[src/rtl/mem_port_arbiter.sv]
// Arbiter that shares one single-ported memory between the instruction-fetch and data ports.
// Serialises accesses over a req/ack handshake, returns per-port stalls, and aborts on ack timeout.
module mem_port_arbiter #(
  parameter int ADDR_W      = 32,
  parameter int DATA_W      = 32,
  parameter int MAX_D_BURST = 4,
  parameter int ACK_TIMEOUT = 255
) (
  input  logic              clk,
  input  logic              rst_n,
  input  logic              inst_ren,
  input  logic [ADDR_W-1:0] inst_addr,
  output logic [DATA_W-1:0] inst_data,
  output logic              inst_stall,
  input  logic              mem_ren,
  input  logic              mem_wen,
  input  logic [ADDR_W-1:0] mem_addr,
  input  logic [DATA_W-1:0] mem_dout,
  output logic [DATA_W-1:0] mem_din,
  output logic              data_stall,
  output logic              ram_cs,
  output logic              ram_we,
  output logic [ADDR_W-1:0] ram_addr,
  output logic [DATA_W-1:0] ram_wdata,
  input  logic [DATA_W-1:0] ram_rdata,
  input  logic              ram_ack,
  output logic              err
);

  typedef enum logic [1:0] {IDLE, D_ACC, I_ACC} state_t;

  localparam logic [3:0] BURST_MAX = 4'(MAX_D_BURST);
  localparam logic [7:0] TMO_LAST  = 8'(ACK_TIMEOUT - 1);

  state_t            state, state_nxt;
  logic              dreq;
  logic              grant_d, grant_i;
  logic              d_ack, i_ack;
  logic              tmo_hit;
  logic [3:0]        burst_cnt;
  logic [7:0]        tmo_cnt;
  logic [DATA_W-1:0] inst_q, data_q;

  assign dreq    = mem_ren | mem_wen;
  assign d_ack   = (state == D_ACC) & ram_ack;
  assign i_ack   = (state == I_ACC) & ram_ack;
  assign tmo_hit = (tmo_cnt == TMO_LAST);

  // NOTE: every signal assigned in always_comb gets a default first so no latch is inferred.
  always_comb begin
    state_nxt = state;
    grant_d   = 1'b0;
    grant_i   = 1'b0;
    unique case (state)
      IDLE: begin
        // Data wins ties (older instruction) unless the fetch has waited out a full burst.
        if (dreq && !(inst_ren && burst_cnt == BURST_MAX)) begin
          grant_d   = 1'b1;
          state_nxt = D_ACC;
        end else if (inst_ren) begin
          grant_i   = 1'b1;
          state_nxt = I_ACC;
        end
      end
      D_ACC, I_ACC: begin
        if (ram_ack || tmo_hit) state_nxt = IDLE;
      end
      default: state_nxt = IDLE;
    endcase
  end

  // NOTE: sequential state uses non-blocking assignments so all registers update together.
  always_ff @(posedge clk or negedge rst_n) begin
    if (!rst_n) state <= IDLE;
    else        state <= state_nxt;
  end

  // NOTE: the read-data holding registers are reset too, so mem_din/inst_data are 0 out of reset.
  always_ff @(posedge clk or negedge rst_n) begin
    if (!rst_n) begin
      ram_cs    <= 1'b0;
      ram_we    <= 1'b0;
      ram_addr  <= '0;
      ram_wdata <= '0;
      inst_q    <= '0;
      data_q    <= '0;
      burst_cnt <= '0;
      tmo_cnt   <= '0;
      err       <= 1'b0;
    end else begin
      if (grant_d || grant_i) begin
        ram_cs    <= 1'b1;
        ram_we    <= grant_d & mem_wen;
        ram_addr  <= grant_d ? mem_addr : inst_addr;
        ram_wdata <= mem_dout;
        tmo_cnt   <= '0;
      end else if (state != IDLE) begin
        if (ram_ack) begin
          ram_cs <= 1'b0;
          if (state == I_ACC)  inst_q <= ram_rdata;
          else if (!ram_we)    data_q <= ram_rdata;
        end else if (tmo_hit) begin
          ram_cs <= 1'b0;
          err    <= 1'b1;
        end else begin
          tmo_cnt <= tmo_cnt + 8'd1;
        end
      end

      if (grant_d && inst_ren) begin
        if (burst_cnt != BURST_MAX) burst_cnt <= burst_cnt + 4'd1;
      end else if (grant_i || (state == IDLE && !inst_ren)) begin
        burst_cnt <= '0;
      end
    end
  end

  // Stalls are forced low while reset is held so the pipeline is released immediately.
  assign inst_stall = rst_n & inst_ren & ~i_ack;
  assign data_stall = rst_n & dreq & ~d_ack;

  // Bypass only read completions; a write ack leaves the last loaded word visible.
  assign inst_data = i_ack ? ram_rdata : inst_q;
  assign mem_din   = (d_ack & ~ram_we) ? ram_rdata : data_q;

endmodule

[config.mk]
export PLATFORM = sky130hd
export DESIGN_NAME = mem_port_arbiter
export DESIGN_NICKNAME = d
export VERILOG_FILES = /design/src/rtl/mem_port_arbiter.sv
export SDC_FILE = /design/constraint.sdc
export NUM_CORES = 1
export LEC_CHECK = 0
export CORE_ASPECT_RATIO = 2
export CORE_MARGIN = 2
export CORE_UTILIZATION = 40
export CTS_CLUSTER_DIAMETER = 120
export CTS_CLUSTER_SIZE = 16
export DETAILED_ROUTE_END_ITERATION = 7
export HOLD_SLACK_MARGIN = 0.12
export PLACE_DENSITY = 0.77
export SLEW_MARGIN = 20
export SYNTH_ARGS = -nofsm -noshare
export SYNTH_HDL_FRONTEND = slang
export SYNTH_SLANG_ARGS = --single-unit
export TNS_END_PERCENT = 50
[constraint.sdc]
create_clock -name clk -period 1.77 [get_ports clk]
set_input_delay 0.354 -clock clk [delete_from_list [all_inputs] [get_ports clk]]
set_output_delay 0.354 -clock clk [all_outputs]
set_load 0.01 [all_outputs]
==> results of run 1 <==
[flip-flops by register name, summed over array words and instances (netlist names)]
signal     cells
tmo_cnt        8
ram_cs         1
inst_q        32
err            1
burst_cnt      4
data_q        32
state          2
ram_we         1
ram_wdata     32
ram_addr      32
[worst max-delay path, cell delays in order, from the launching register on]
cell	delay [ps]
dfrtp_1	410
buf_6	130
inv_4	30
ha_4	160
nand3b_1	150
buf_6	160
buf_16	150
mux2_2	360
buf_6	130
[synthesized netlist by cell type]
library cell	n
nand3_1	3
nand4b_1	1
nor3_1	2
o22ai_1	3
nor3b_1	1
o2111ai_1	1
clkbuf_1	9
a31oi_1	1
nor4_1	1
or3_4	1
ha_1	8
a21boi_1	1
a21oi_1	3
nand2b_1	3
a21o_1	3
and3_1	3
mux2_4	30
o21ai_0	40
inv_1	6
nand4_1	3
buf_2	16
a211oi_1	1
and3_4	1
and4_1	1
nand3b_1	2
buf_12	3
o211ai_1	2
and2_1	3
buf_1	1
nor4bb_1	1
nand2_2	1
a22o_1	1
mux2_1	2
o2bb2ai_1	1
buf_4	5
mux2_2	96
nand2_1	140
dfrtp_1	145
nor2_1	2
buf_8	1
nor4b_2	1
mux2i_1	36
[layout by cell type (no fill, tap or decap), drive strengths merged, types with 8 or more instances in the layout]
master	instances
inv	8
mux2	128
dfrtp	145
ha	8
clkdlybuf4s50	196
buf	167
nand2	141
o21ai	40
clkbuf	28
mux2i	36
[power groups by stage]
stage / logic, W / clock network, W / registers, W
finish: 0.0106 / 0.00370 / 0.00577
global route: 0.0113 / 0.00391 / 0.00594
CTS: 0.00973 / 0.00374 / 0.00567
detailed placement: 0.00843 / 0 / 0.00565
global placement: 0.00827 / 0 / 0.00559
floorplan: 0.00375 / 0 / 0.00583
[worst max path at each step]
stage | endpoint | slack (ps) | cells after the start | start
finish | mem_din[29] | -680 | 8 | state[1]
detailed placement | mem_din[0] | -660 | 5 | ram_ack
CTS | mem_din[2] | -600 | 8 | state[1]
floorplan | data_q[11] | 3 | 6 | state[1]
global placement | mem_din[14] | -620 | 5 | ram_ack
global route | mem_din[17] | -760 | 8 | state[1]
[stage by stage]
step | hold slack (ps) | util, %
after floorplan | 58.4 | -
after global placement | 453 | 60.2
after detailed placement | 447 | 60.2
after CTS | 446 | 68.1
after global routing | 462 | 71.2
final | 464 | 71.2
[layout make-up]
class                      count  area, µm²  share of cell area (%)
clock buffer                  22        484                    3.98
clock inverter                10        125                    1.03
inverter                       6       25.0                   0.206
multi-input combinational    399       3610                    29.6
sequential                   145       3630                    29.8
tap                          210        263                    2.16
timing repair buffer         373       4040                    33.2
[cell families after synthesis]
group / Yosys count
AND/OR/NAND/NOR: 170
multiplexers: 164
buffers and inverters: 41
adder cells (fa/ha/maj): 8
flip-flops: 145
AO/OA/AOI/OAI: 57
[layer usage]
metal	vias up	GRT usage [%]	part of all wire, %
met2	264	39.7	51
li1	2739	-	-
met3	36	7.92	7.4
met4	0	8.40	2.8
met5	-	0	0
met1	2929	27.5	39
[timing repair]
action / CTS / global route
endpoints found under the setup margin: 136 / 259
hold buffers: 1 / 0
endpoints found under the hold margin: 93 / 0
gates cloned: 7 / 6
buffers inserted: 14 / 15
pin swaps: 14 / 12
gates resized for setup: 441 / 82
==> results.json, run 1 <==
{
  "status": "finished, violations left",
  "violations": "setup timing",
  "max_freq_mhz": 407,
  "setup_ws_ps": -684,
  "seq_power_share_pct": 28.8,
  "fillers": 1121,
  "worst-path-max-fanout": 8,
  "nNetsFinal": 1084,
  "finalCritPeriodShare_pct": 139,
  "ys_ff_latch": 145,
  "hpwl_mm": 13.4,
  "pwr-share-clk_pct": 18.4,
  "required_ps": 1420,
  "fp.dieW_um": 97.2,
  "rr_worst_depth": 9,
  "die_h_um": 190,
  "slew_headroom_pct": 53.5,
  "viasPerCell": 5.12,
  "tns_ps": -61020,
  "grt_pass1_vias": 6399,
  "syn-cell-area_mm2": 0.00695,
  "tightest_slew_ps": 698,
  "drive_gt1_share_pct": 38.7,
  "synth_area_leaders": "dfrtp_1, mux2_2, nand2_1",
  "synth_nets": 727,
  "synth-xor-area-share_pct": 0,
  "synth-compound-area-share_pct": 4.59,
  "fin_cells": 1165,
  "clk_latency_ps": 420,
  "end_kind": "output port",
  "drt-total-wl_mm": 23.2,
  "p_sw_w": 0.00665,
  "crit_type": "flop to output port",
  "routedWlPerCell_um": 19.9,
  "root_buffer": "clkbuf_16",
  "first_iter_violations": 200,
  "r2r_end": "data_q[27]",
  "final_area_mm2": 0.0122,
  "core_area_mm2": 0.0171,
  "place.gp.congestion": 0.800,
  "ff2ff_setup_slack_ps": -440,
  "synthCells": 585,
  "start_util_pct": 40.6,
  "cts_max_path_buffers": 2,
  "max-cap-violations": 0,
  "synthMuxAreaShare_pct": 27.6,
  "p_leak_nw": 5.79,
  "p_int_w": 0.0134,
  "cts_buffers": 17,
  "dp_worst_setup_slack_ps": -662,
  "drc_errors": 0,
  "num_antenna_cells": 0,
  "yosysUniqueCellTypes": 42,
  "synth-simple-area-share_pct": 10.6,
  "cellPowerDensity_mw_per_mm2": 1650,
  "start_kind": "flop",
  "period_needed_ps": 2450,
  "min_from": "err",
  "cts_tree": "yes",
  "synth_largest_area_cell": "dfrtp_1",
  "fin_skew_ps": 9.83,
  "setup_violations": 144,
  "antenna_found_initial": 0,
  "synthAdderAreaFrac_pct": 1.44,
  "grt_max_degree": 102,
  "synth_warnings": 0,
  "rows": 68,
  "power_w": 0.0201,
  "swShare_pct": 33.1,
  "min_to": "err",
  "drt_first_pass_iters": 4,
  "grt.total_usage_pct": 23.4,
  "path_clk_slew_ps": 60,
  "final_max_slew_viol_count": 0,
  "hold_depth": 1,
  "clock-sinks": 145,
  "ys_seq_area_share_pct": 52.2,
  "grt.overflow.total": 0,
  "rsz0062_at_grt": "true",
  "synth_top_family_by_area": "multiplexers",
  "htree_levels": 4,
  "avgSynthCellArea_um2": 11.9,
  "timing.rr.start": "state[1]",
  "io_pins": 267,
  "ir_worst_vdd_v": 0.00104,
  "die_area_mm2": 0.0185,
  "p_comb_share_pct": 52.8,
  "ant_nets": 0,
  "syn2layout_area_growth_pct": 75.2,
  "hp-class": "flop to flop",
  "portBuffers": 266,
  "vias": 5968,
  "placed_cells": 1094,
  "postPlaceCellArea_mm2": 0.0103,
  "grt_pass1_wl_mm": 34.0,
  "critPathArrivalTime_ps": 2100,
  "yosys.area.top_type_share_pct": 52.2,
  "hold_viol_final": 0
}
Note: power is estimated with default switching activity, not from simulation.
==> inputs of run 2 (changes only) <==
--- a/config.mk
+++ b/config.mk
@@ -11,6 +11,7 @@
 export CTS_CLUSTER_DIAMETER = 120
 export CTS_CLUSTER_SIZE = 16
 export DETAILED_ROUTE_END_ITERATION = 7
+export GPL_TIMING_DRIVEN = 0
 export HOLD_SLACK_MARGIN = 0.12
 export PLACE_DENSITY = 0.77
 export SLEW_MARGIN = 20
==> run 2 against run 1 <==
Against the previous run: the flow finishes with violations (hold timing, setup timing); critical path depth did not move; core utilization down 3.4 points; setup slack gained 94 ps; routed wire length is 11% lower; die area is the same; hold slack worse by 620 ps; clock-buffer cell count decreased by 2; via count fell by 3.2%; sequential share of layout area increased by 1.5 points; sequential power decreased by 2%; combinational power is 7% lower; critical path type unchanged; largest power group unchanged.
==> results.json, run 2 (synthesis gave the netlist of run 1 again) <==
{
  "max-cap-violations": 0,
  "antenna_found_initial": 0,
  "htree_levels": 4,
  "crit_chain": "inv_2 -> ha_4 -> nand3b_1 -> buf_6 -> buf_6 -> buf_8 -> mux2_4 -> buf_6",
  "end_kind": "output port",
  "violations": "hold timing, setup timing",
  "nNetsFinal": 1051,
  "ant_nets": 0,
  "portBuffers": 265,
  "drt_first_pass_iters": 5,
  "p_leak_nw": 5.40,
  "grt_pass1_wl_mm": 32.8,
  "cpPeakStageDelay_ps": 410,
  "grt_pass1_vias": 6150,
  "hp-class": "input pin to async pin",
  "rsz0062_at_grt": "true",
  "crit_type": "flop to output port",
  "cts_buffers": 17,
  "vias": 5775,
  "final_area_mm2": 0.0116,
  "hold_viol_final": 46,
  "clock-sinks": 145,
  "postPlaceCellArea_mm2": 0.00993,
  "period_needed_ps": 2360,
  "cellPowerDensity_mw_per_mm2": 1690,
  "grt.total_usage_pct": 22.2,
  "clk_latency_ps": 420,
  "max_freq_mhz": 424,
  "final_max_slew_viol_count": 0,
  "drive_gt1_share_pct": 33.9,
  "critPathArrivalTime_ps": 2010,
  "rows": 68,
  "root_buffer": "clkbuf_16",
  "first_iter_violations": 236,
  "crit_buf_inv": 5,
  "cts_max_path_buffers": 2,
  "crit_path_frequent_cell": "buf_6",
  "setup_ws_ps": -590,
  "grt_max_degree": 100,
  "fin_skew_ps": 13.6,
  "grt.overflow.total": 0,
  "fillers": 1207,
  "hpwl_mm": 13.4,
  "finalCritPeriodShare_pct": 133,
  "fp.dieW_um": 97.2,
  "io_pins": 267,
  "status": "finished, violations left",
  "final_common_cell": "clkdlybuf4s50_1",
  "drt-total-wl_mm": 20.6,
  "slowest_stage": "dfrtp_1",
  "setup_violations": 146,
  "core_area_mm2": 0.0171,
  "die_area_mm2": 0.0185,
  "critPathTopFamily": "buffers and inverters",
  "syn2layout_area_growth_pct": 66.7,
  "routedWlPerCell_um": 18.2,
  "cts_tree": "yes",
  "worst-path-max-fanout": 5,
  "holdWs_ps": -159,
  "final_cell_mix": "clkdlybuf4s50_1, dfrtp_1, nand2_1",
  "power_w": 0.0195,
  "num_antenna_cells": 0,
  "start_util_pct": 40.6,
  "required_ps": 1420,
  "start_kind": "flop",
  "tightest_slew_ps": 623,
  "viasPerCell": 5.10,
  "die_h_um": 190,
  "place.gp.congestion": 0.812,
  "ir_worst_vdd_v": 0.000891,
  "path_clk_slew_ps": 60,
  "slew_headroom_pct": 58.5,
  "drc_errors": 0
}
[run 2: cell types whose count changed in the layout (fill, tap and decap cells not counted), sizes merged]
cell / before / now
buf: 167 / 133
bufinv: 2 / 5
clkbuf: 28 / 29
clkdlybuf4s50: 196 / 195
clkinv: 2 / 1
dlygate4sd3: 1 / 0
[run 2: final timing paths]
| check | from | to | slack (ps) | depth (start not counted) |
|---|---|---|---|---|
| setup / recovery | state[1] | mem_din[6] | -590 | 8 |
| hold / removal | rst_n | inst_q[22] | -160 | 1 |
| setup reg to reg | state[1] | data_q[5] | -240 | 8 |
| hold reg to reg | err | err | 460 | 1 |
| max in group asynchronous | rst_n | inst_q[9] | 1110 | 2 |
| min in group clk | mem_dout[31] | ram_wdata[31] | 460 | 3 |
[run 2: power by group]
part	internal [W]	switching [W]	total, W
clock network	0.00252	0.00147	0.00399
logic	0.00594	0.00393	0.00987
registers	0.00480	0.000884	0.00568
total	0.0133	0.00629	0.0195
[run 2: cell type report]
cell class | count | area [µm²] | area share [%]
inverters | 6 | 22.5 | 0.194
multi-input cells | 399 | 3360 | 29.0
repair buffers | 307 | 3300 | 28.5
plain buffers | 33 | 373 | 3.22
clock inverters | 12 | 206 | 1.78
well taps | 210 | 263 | 2.27
clock buffers | 20 | 437 | 3.77
flip-flops and latches | 145 | 3630 | 31.3
[run 2: through the flow]
| step | worst slack (ps) | utilization [%] | std cells | setup TNS [ps] | hold WS (ps) |
|---|---|---|---|---|---|
| floorplan | 3.28 | - | 585 | 0 | 58.4 |
| global placement | -5830 | 57.9 | 1060 | -921190 | 443 |
| detailed placement | -713 | 58.0 | 1061 | -104900 | 286 |
| CTS | -591 | 66.5 | 1126 | -46300 | -161 |
| global route | -664 | 67.7 | 1132 | -57870 | -151 |
| finish | -590 | 67.7 | 1132 | -48600 | -159 |
[run 2: repair_timing]
action	in CTS	in global routing
setup endpoints to repair	204	184
buffers inserted	29	5
gates resized for setup	436	38
hold endpoints to repair	46	46
pin swaps	3	4
cloned	6	2
[run 2: layer usage]
metal	up-vias	GRT usage (%)	part of all wire, %
met5	-	0	0
met3	22	8.36	9.5
met2	256	37.0	49
met1	2836	26.4	40
met4	0	7.10	1.4
li1	2661	-	-
[run 2: worst register-to-register path: stages, from the launching register on]
cell and delay (ps):
dfrtp_1 410, buf_4 150, ha_4 170, buf_4 140, nor4b_4 270, buf_6 200
buf_12 130, buf_12 120, mux2_4 300
